$ cat src/rtl/m_btn_debounce.sv
// ----------------------------------------------------------------------------
// m_btn_debounce
//
// Multi-channel push-button / switch debouncer with edge pulses, per-channel
// toggle state and a shared press counter.
//
// Each raw input bit is brought into the w_clk domain through a two-flop
// synchronizer. Behind that, a per-channel stability counter measures how
// long the synchronized sample has disagreed with the accepted level. Once it
// has disagreed for DEB_CYCLES consecutive samples, the new level is accepted.
// A glitch back to the accepted level before then restarts the count from 0.
//
// Parameters
//   DEB_CYCLES  consecutive stable synchronized samples needed to accept a new
//               level (2 .. 2^24-1)
//   NCH         number of independent channels
//
// Ports
//   w_clk       system clock, all state moves on its rising edge
//   w_rst_n     asynchronous active-low reset, clears every flop
//   w_btn       raw asynchronous button inputs, one bit per channel
//   w_level     debounced level per channel
//   w_press     one-cycle pulse on each accepted 0->1 transition
//   w_release   one-cycle pulse on each accepted 1->0 transition
//   w_toggle    per-channel state that flips on every press
//   w_count     modulo-256 count of accepted presses over all channels
// ----------------------------------------------------------------------------
`timescale 1ns/1ps

module m_btn_debounce #(
    parameter int unsigned DEB_CYCLES = 1000000,
    parameter int unsigned NCH        = 4
) (
    input  logic           w_clk,
    input  logic           w_rst_n,
    input  logic [NCH-1:0] w_btn,
    output logic [NCH-1:0] w_level,
    output logic [NCH-1:0] w_press,
    output logic [NCH-1:0] w_release,
    output logic [NCH-1:0] w_toggle,
    output logic [7:0]     w_count
);

    // Counter only ever has to hold DEB_CYCLES-1.
    localparam int unsigned    CntW   = (DEB_CYCLES > 1) ? $clog2(DEB_CYCLES) : 1;
    localparam logic [CntW-1:0] CntMax = CntW'(DEB_CYCLES - 1);

    // ------------------------------------------------------------------------
    // State
    // ------------------------------------------------------------------------
    logic [NCH-1:0]           sync1_q,   sync1_d;
    logic [NCH-1:0]           sync2_q,   sync2_d;
    logic [NCH-1:0][CntW-1:0] cnt_q,     cnt_d;
    logic [NCH-1:0]           level_q,   level_d;
    logic [NCH-1:0]           press_q,   press_d;
    logic [NCH-1:0]           release_q, release_d;
    logic [NCH-1:0]           toggle_q,  toggle_d;
    logic [7:0]               count_q,   count_d;
    logic [7:0]               press_sum;

    // ------------------------------------------------------------------------
    // Synchronizer: the only logic that looks at w_btn.
    // ------------------------------------------------------------------------
    always_comb begin
        sync1_d = w_btn;
        sync2_d = sync1_q;
    end

    // ------------------------------------------------------------------------
    // Per-channel qualification and edge generation.
    // Channels share nothing here, so one channel can never disturb another.
    // ------------------------------------------------------------------------
    always_comb begin
        level_d   = level_q;
        toggle_d  = toggle_q;
        press_d   = '0;
        release_d = '0;
        cnt_d     = '0;
        for (int i = 0; i < NCH; i++) begin
            if (sync2_q[i] != level_q[i]) begin
                if (cnt_q[i] == CntMax) begin
                    // Disagreement has lasted long enough: accept it now.
                    // Pulses are computed here so they are registered
                    // alongside the level they describe.
                    level_d[i]   = sync2_q[i];
                    press_d[i]   = sync2_q[i];
                    release_d[i] = ~sync2_q[i];
                    toggle_d[i]  = toggle_q[i] ^ sync2_q[i];
                end else begin
                    cnt_d[i] = cnt_q[i] + 1'b1;
                end
            end
            // Agreement leaves cnt_d at 0, so partial counts never accumulate.
        end
    end

    // ------------------------------------------------------------------------
    // Press counter: adds the number of channels pressing this cycle, so
    // simultaneous presses are all counted. 8-bit wrap is intentional.
    // ------------------------------------------------------------------------
    always_comb begin
        press_sum = '0;
        for (int i = 0; i < NCH; i++) begin
            press_sum = press_sum + 8'(press_d[i]);
        end
        count_d = count_q + press_sum;
    end

    // ------------------------------------------------------------------------
    // Registers
    // ------------------------------------------------------------------------
    always_ff @(posedge w_clk or negedge w_rst_n) begin
        if (!w_rst_n) begin
            sync1_q   <= '0;
            sync2_q   <= '0;
            cnt_q     <= '0;
            level_q   <= '0;
            press_q   <= '0;
            release_q <= '0;
            toggle_q  <= '0;
            count_q   <= '0;
        end else begin
            sync1_q   <= sync1_d;
            sync2_q   <= sync2_d;
            cnt_q     <= cnt_d;
            level_q   <= level_d;
            press_q   <= press_d;
            release_q <= release_d;
            toggle_q  <= toggle_d;
            count_q   <= count_d;
        end
    end

    // ------------------------------------------------------------------------
    // Outputs come straight from flops.
    // ------------------------------------------------------------------------
    assign w_level   = level_q;
    assign w_press   = press_q;
    assign w_release = release_q;
    assign w_toggle  = toggle_q;
    assign w_count   = count_q;

`ifndef SYNTHESIS
    // A channel cannot both rise and fall in one cycle.
    a_press_release_excl : assert property (@(posedge w_clk) disable iff (!w_rst_n)
        (w_press & w_release) == '0);

    // A press pulse always accompanies a high level, a release a low one.
    a_press_level : assert property (@(posedge w_clk) disable iff (!w_rst_n)
        (w_press & ~w_level) == '0);
    a_release_level : assert property (@(posedge w_clk) disable iff (!w_rst_n)
        (w_release & w_level) == '0);
`endif

endmodule

$ cat config.mk
export PLATFORM = sky130hd
export DESIGN_NAME = m_btn_debounce
export DESIGN_NICKNAME = d
export VERILOG_FILES = /design/src/rtl/m_btn_debounce.sv
export SDC_FILE = /design/constraint.sdc
export NUM_CORES = 1
export LEC_CHECK = 0
export ABC_AREA = 1
export CORE_MARGIN = 2
export CORE_UTILIZATION = 30
export DETAILED_ROUTE_END_ITERATION = 10
export GPL_TIMING_DRIVEN = 0
export PLACE_DENSITY = 0.55
export RECOVER_POWER = 100
export SLEW_MARGIN = 20
export SYNTH_ARGS = -nofsm -noshare
export SYNTH_HDL_FRONTEND = slang
export SYNTH_SLANG_ARGS = --single-unit
$ cat constraint.sdc
create_clock -name w_clk -period 7.2 [get_ports w_clk]
set_input_delay 1.08 -clock w_clk [delete_from_list [all_inputs] [get_ports w_clk]]
set_output_delay 1.08 -clock w_clk [all_outputs]
set_load 0.005 [all_outputs]
* After elaboration in Yosys (flattened, before gate mapping)
Index checks and enable logic that the tools add are counted.
** Cells by class
- Add/sub/neg operators :: 8
- Multipliers :: 0
- Divide/modulo/power cells :: 0
- $lt $le $gt $ge :: 0
- Equal/unequal tests :: 8
- Shift operators :: 0
- Multiplexer cells :: 24
- Bitwise operators :: 8
- Reduce and logical (&&, ||, !) cells :: 4
** Operator list (number)
- $mux 20 :: 8
- $add 20x1->20 const B :: 4
- $eq 20x20->1 const B :: 4
- $mux 1 :: 16
- $add 8x4->8 :: 1
- $reduce_and 2->1 :: 4
- $add 3x1->4 :: 1
- $ne 1x1->1 :: 4
- $not 1->1 :: 4
- $xor 1x1->1 :: 4
- $add 2x1->3 :: 1
- $add 1x1->2 :: 1
** Word-level totals
- Bits in registers :: 112
- Bits in latches :: 0
- Bits in writable memories :: 0
- Memory bits (read-only) :: 0
- Bits of input ports :: 6
- Word-level logic and storage cells :: 69
- Memories kept :: 0

* Logic depth before layout (Yosys ltp)
- Depth after elaboration :: 7
- Mapped depth :: 12

* Worst setup path before layout
OpenSTA, ideal clock, no wires.
- Path kind :: register to register
- Start point :: register cnt_q[40] (netlist name)
- End point :: register count_q[4] (netlist: w_count[4])
- Setup time :: 0.123 ns
- Arrival time :: 2.451 ns
- Setup slack :: 4.626 ns
- Cell stages (with the launch flop) :: 13
- Period minus slack after synthesis :: 2.574 ns
- Path through :: dfrtp_1 -> ha_1 -> nand2_2 -> nor2_4 -> inv_2 -> nor2_4 -> nand4_1 -> fa_1 -> fa_1 -> inv_1 -> fa_1 -> nand3_1 -> xor2_1
** Between the ends
- Word-level cells in the longest chain between the ends :: 6
** Ends and longest elaborated chain
- start: declaration :: line 53 : logic [NCH-1:0][CntW-1:0] cnt_q, cnt_d;
- start signal: assignment :: line 125 : cnt_q <= cnt_d;
- $eq 20x20->1 :: line 81 : if (cnt_q[i] == CntMax) begin
- $mux 1 :: line 81
- $mux 1 :: line 80 : if (sync2_q[i] != level_q[i]) begin
- $add 2x1->3 :: line 104 : press_sum = press_sum + 8'(press_d[i]);
- $add 3x1->4 :: line 104
- $add 8x4->8 :: line 106 : count_d = count_q + press_sum;
- via count_d[4] :: line 58 : logic [7:0] count_q, count_d;
- end signal: assignment :: line 130 : count_q <= count_d;
- end: declaration :: line 58
The timed path passes the listed nets, and every way through them passes these cells.
A chain may end at the register's enable or synchronous reset.

* Worst setup path after layout
Ends and elaborated chain as after synthesis.

==> impl.org <==
** Run status
- Outcome :: finished, violations left
- The final reports fail on max-capacitance violations, max-slew violations.

** Setup path
- STA classifies the critical path startpoint as a register.
- The most numerous cell type found on the critical path is sky130_fd_sc_hd__fa_1.
- Worst Reg2Reg Path Length in Cells :: 12
- On the critical path, the stage with the largest delay is an instance of sky130_fd_sc_hd__fa_1.
- Worst endpoint data arrival time :: approximately 3500 ps
- Data on the critical path is required at its endpoint by roughly 7500 ps.
- Worst-path fanout max :: 4
- On the worst path, the slowest cell contributes a delay of 510 ps.
- Source of the worst register-to-register timing path :: cnt_q[40]
- Counting both buffers and inverters, the worst setup path holds a total of 2.
- Endpoint class of the critical path :: register
- Counting buffers and inverters, the worst setup path is 12 cells deep.
- Worst setup startpoint :: cnt_q[40]
- Type of the setup path with the least slack :: register to register
- Cell Chain, Critical Path :: ha_1, nand2_2, nor2_1, clkinv_1, nor2_1, nand4_1, fa_1, fa_1, inv_1, fa_1, nand3_1, xor2_1
- Kind of cell adding the most delay to the critical path :: adder cells

** Synth
- Portion of netlist area occupied by mux cells :: 0
- Area share of fa/ha/maj cells after synthesis :: 0.0210
- Cell area after technology mapping :: about 5800 µm²
- Synthesized instance count :: 707
- Simple-gate area share of the yosys netlist :: 0.352
- Main combinational cell family by area after synthesis :: simple AND/OR/NAND/NOR gates
- Mean post-synth cell area :: 8.24 µm²
- The complex-gate fraction of the synthesized area came to 0.0266.
- Of the total synthesized cell area, the portion taken by XOR and XNOR cells is 0.0661.
- Synthesized Nets :: 721
- Number of warnings reported in the yosys synthesis log :: 0
- Fraction of the yosys area taken by sequential cells :: 0.481
- Register bit total from synthesis :: ~110
- In this run, distinct cell masters in the synthesized netlist total 30.

** GRT
- Global-route met3 utilization :: 0.0277
- Overflow after GRT :: 0
- The number of antenna violations at the first check in global routing was 0.
- Entering global routing, the biggest net connects 74 pins.
- The first global-routing pass estimated 20.4 mm of wire.
- Vias in the first global route :: about 4200
- After global routing, the most crowded layer is met2.
- Tot GR Track Use :: 0.125
- For this run, global-route usage on met1 was measured as 0.172.
- Met2 layer usage reported by global route :: 0.194

** Cells and area
- Leading cell type in the layout, fill and taps excluded :: sky130_fd_sc_hd__nor2_1
- In the final layout, the multi-input gates occupy 2580 µm².
- Fraction of final layout cells sized beyond drive strength 1 :: 0.0731
- The number of antenna diodes in the final layout is 0.
- Area of all sequential standard cells :: 2800 µm²
- The filler cells instantiated in the layout total roughly 2000.
- Compared with the post-synthesis result, the final layout area differs by 13.2%.
- In the layout the commonest cells are 173 x sky130_fd_sc_hd__nor2_1, 129 x sky130_fd_sc_hd__nand2_1, 112 x sky130_fd_sc_hd__dfrtp_1, 74 x sky130_fd_sc_hd__inv_1, 55 x sky130_fd_sc_hd__nand3_1.
- The net count of the finished layout is 762.

** Hold path
- The tightest min-delay check is of the register to register type.
- Hold Startpoint :: sync1_q[2]
- Hold path depth :: 0

** Floorplan
- Full die area :: 20600 µm²
- The floorplan has 50 rows.
- Measured along the x axis, the die boundary spans between 100 and 150 µm.
- Top-level port count :: 30
- Y dimension of the die :: 143 µm
- Core Area :: 18900 µm²
- The initial utilization of the core area, before any placement, comes to 0.308.

** Flow run
- Max-cap violations in this run came to 1.

** Clock network
- Counting every sink on the clock net gives roughly 110.
- Maximum level of the CTS H-tree :: 3
- Longest Clk Path Bufs :: 2
- # resized after CTS :: 0
- Post-CTS timing repair inserted 0 buffers for setup.
- Hold_buf cts :: 0
- Clock Tree Root :: sky130_fd_sc_hd__clkbuf_16
- CTS clk-pin slew, worst paths :: 80 ps
- Worst-skew pair later-pin latency :: 360 ps
- Total clock buffers created by CTS :: 9
- TritonCTS built the clock tree.

** Drt
- Drt initial violations :: 292
- Post-DR wirelength/cell :: 11.9 µm
- Vias :: 4442
- Dividing the detail-routed via count by the number of cells gives approximately 4.4.
- Initial DRT Pass Iterations :: 4
- For this run, design rule violations remaining after detail routing come to 0.
- Number of antenna-violating nets in the routed design :: 0
- After detailed routing, the total wire length is 12.0 mm.

** Timing
- Min Clock Period, post-route :: 3190 ps
- Setup repair after global routing left no endpoint under its margin.
- Static timing analysis puts the maximum clock frequency at between 300 and 400 MHz.
- Final-report hold violation count :: 0
- In this run the tightest slew margin relative to its limit is -0.500.
- For the pin with the worst max-slew slack, the measured transition is 2250 ps.
- Setup violations remaining at the end of the flow were counted as 0.
- Share of the clock period used by the worst path :: 0.444
- Worst hold slack across all endpoints :: 352 ps
- Between clock sinks in the finished design, the worst skew comes to 5.73 ps.
- Fin. max-slew vios :: 40
- Total negative slack :: 0 ps

** Power and ir drop
- For this design the ratio of total power to cell area is between 150 and 200 nW/µm².
- Across the VDD grid, the largest voltage drop is 97.3 µV.
- Lkg Pwr :: 2.77 nW

** Placed design
- Detailed placement ended at an HPWL of 8.73 mm.
- Gpl congestion :: 0.837
- # port buffers :: 29
-- worst reg2reg max path, stage by stage, from the launching register on --
cell	delay (ps)
sky130_fd_sc_hd__dfrtp_1	380
sky130_fd_sc_hd__ha_1	190
sky130_fd_sc_hd__nand2_2	60
sky130_fd_sc_hd__nor2_1	300
sky130_fd_sc_hd__clkinv_1	150
sky130_fd_sc_hd__nor2_1	250
sky130_fd_sc_hd__nand4_1	230
sky130_fd_sc_hd__fa_1	510
sky130_fd_sc_hd__fa_1	410
sky130_fd_sc_hd__inv_1	110
sky130_fd_sc_hd__fa_1	250
sky130_fd_sc_hd__nand3_1	110
sky130_fd_sc_hd__xor2_1	150
-- area by class of cell --
cell class | count | share of cell area
multi-input cells | 514 | 0.391
flip-flops and latches | 112 | 0.425
repair buffers | 30 | 0.0472
clock inverters | 6 | 0.00740
clock buffers | 9 | 0.0341
plain buffers | 1 | 0.000569
inverters | 80 | 0.0455
well taps | 260 | 0.0493
-- synth_stat cells, drive strengths merged --
| library cell | number | area (µm²) |
|---|---|---|
| clkinv | 3 | 11.3 |
| or2 | 1 | 6.26 |
| nand3b | 1 | 7.51 |
| nor2 | 200 | 883 |
| nor3b | 5 | 48.8 |
| fa | 3 | 60.1 |
| xnor2 | 13 | 114 |
| nand3 | 56 | 350 |
| a21oi | 11 | 55.1 |
| nand2 | 136 | 553 |
| ha | 5 | 62.6 |
| buf | 1 | 11.3 |
| nand4 | 19 | 119 |
| a21o | 1 | 7.51 |
| o21bai | 1 | 7.51 |
| inv | 77 | 289 |
| dfrtp | 112 | 2800 |
| o21ai | 17 | 85.1 |
| xor2 | 31 | 272 |
| nor3 | 14 | 81.3 |
-- final timing paths --
check	to	slack, ps
setup / recovery	w_count[4]	4010
hold reg to reg	sync2_q[2]	350
min in group asynchronous	cnt_q[37]	1390
max in group asynchronous	cnt_q[52]	4530
hold / removal	sync2_q[2]	350
setup reg to reg	w_count[4]	4010
-- layer usage --
metal,routed length (µm),vias to the layer above
met4,230,0
li1,-,2301
met5,0,-
met3,303,15
met2,5390,47
met1,6080,2079
-- kinds of logic (layout without fill, tap and decap cells) --
logic type	count (synthesis)	after routing
buf+inv	81	126
simple gates	432	432
fa+ha+maj	8	8
xor+xnor	44	44
compound gates	30	30
flops	112	112
-- flip-flops by register name, summed over array words and instances, names as in the netlist --
register   count
sync1_q        4
w_press        4
w_count        8
w_level        4
cnt_q         80
sync2_q        4
w_toggle       4
w_release      4
-- power breakdown --
part           leakage (nW)  total (mW)  internal, mW  switching, mW
combinational          1.10      0.0402        0.0105         0.0297
clock                 0.137       0.485         0.238          0.246
sequential             1.54       0.641         0.636        0.00526
-- metrics by stage --
stage                     instance area, µm²   util  setup WS (ps)  power, mW  instances
after global routing                    6600  0.349           3720       1.22       1012
after floorplan                         5830      -           4630      0.674        707
after global placement                  6440  0.341            482      0.697        996
after CTS                               6750  0.357           4290       1.19       1012
final                                   6600  0.349           4010       1.17       1012
after detailed placement                6470  0.343           4310      0.699        997
Power figures use the tool's default switching activity.
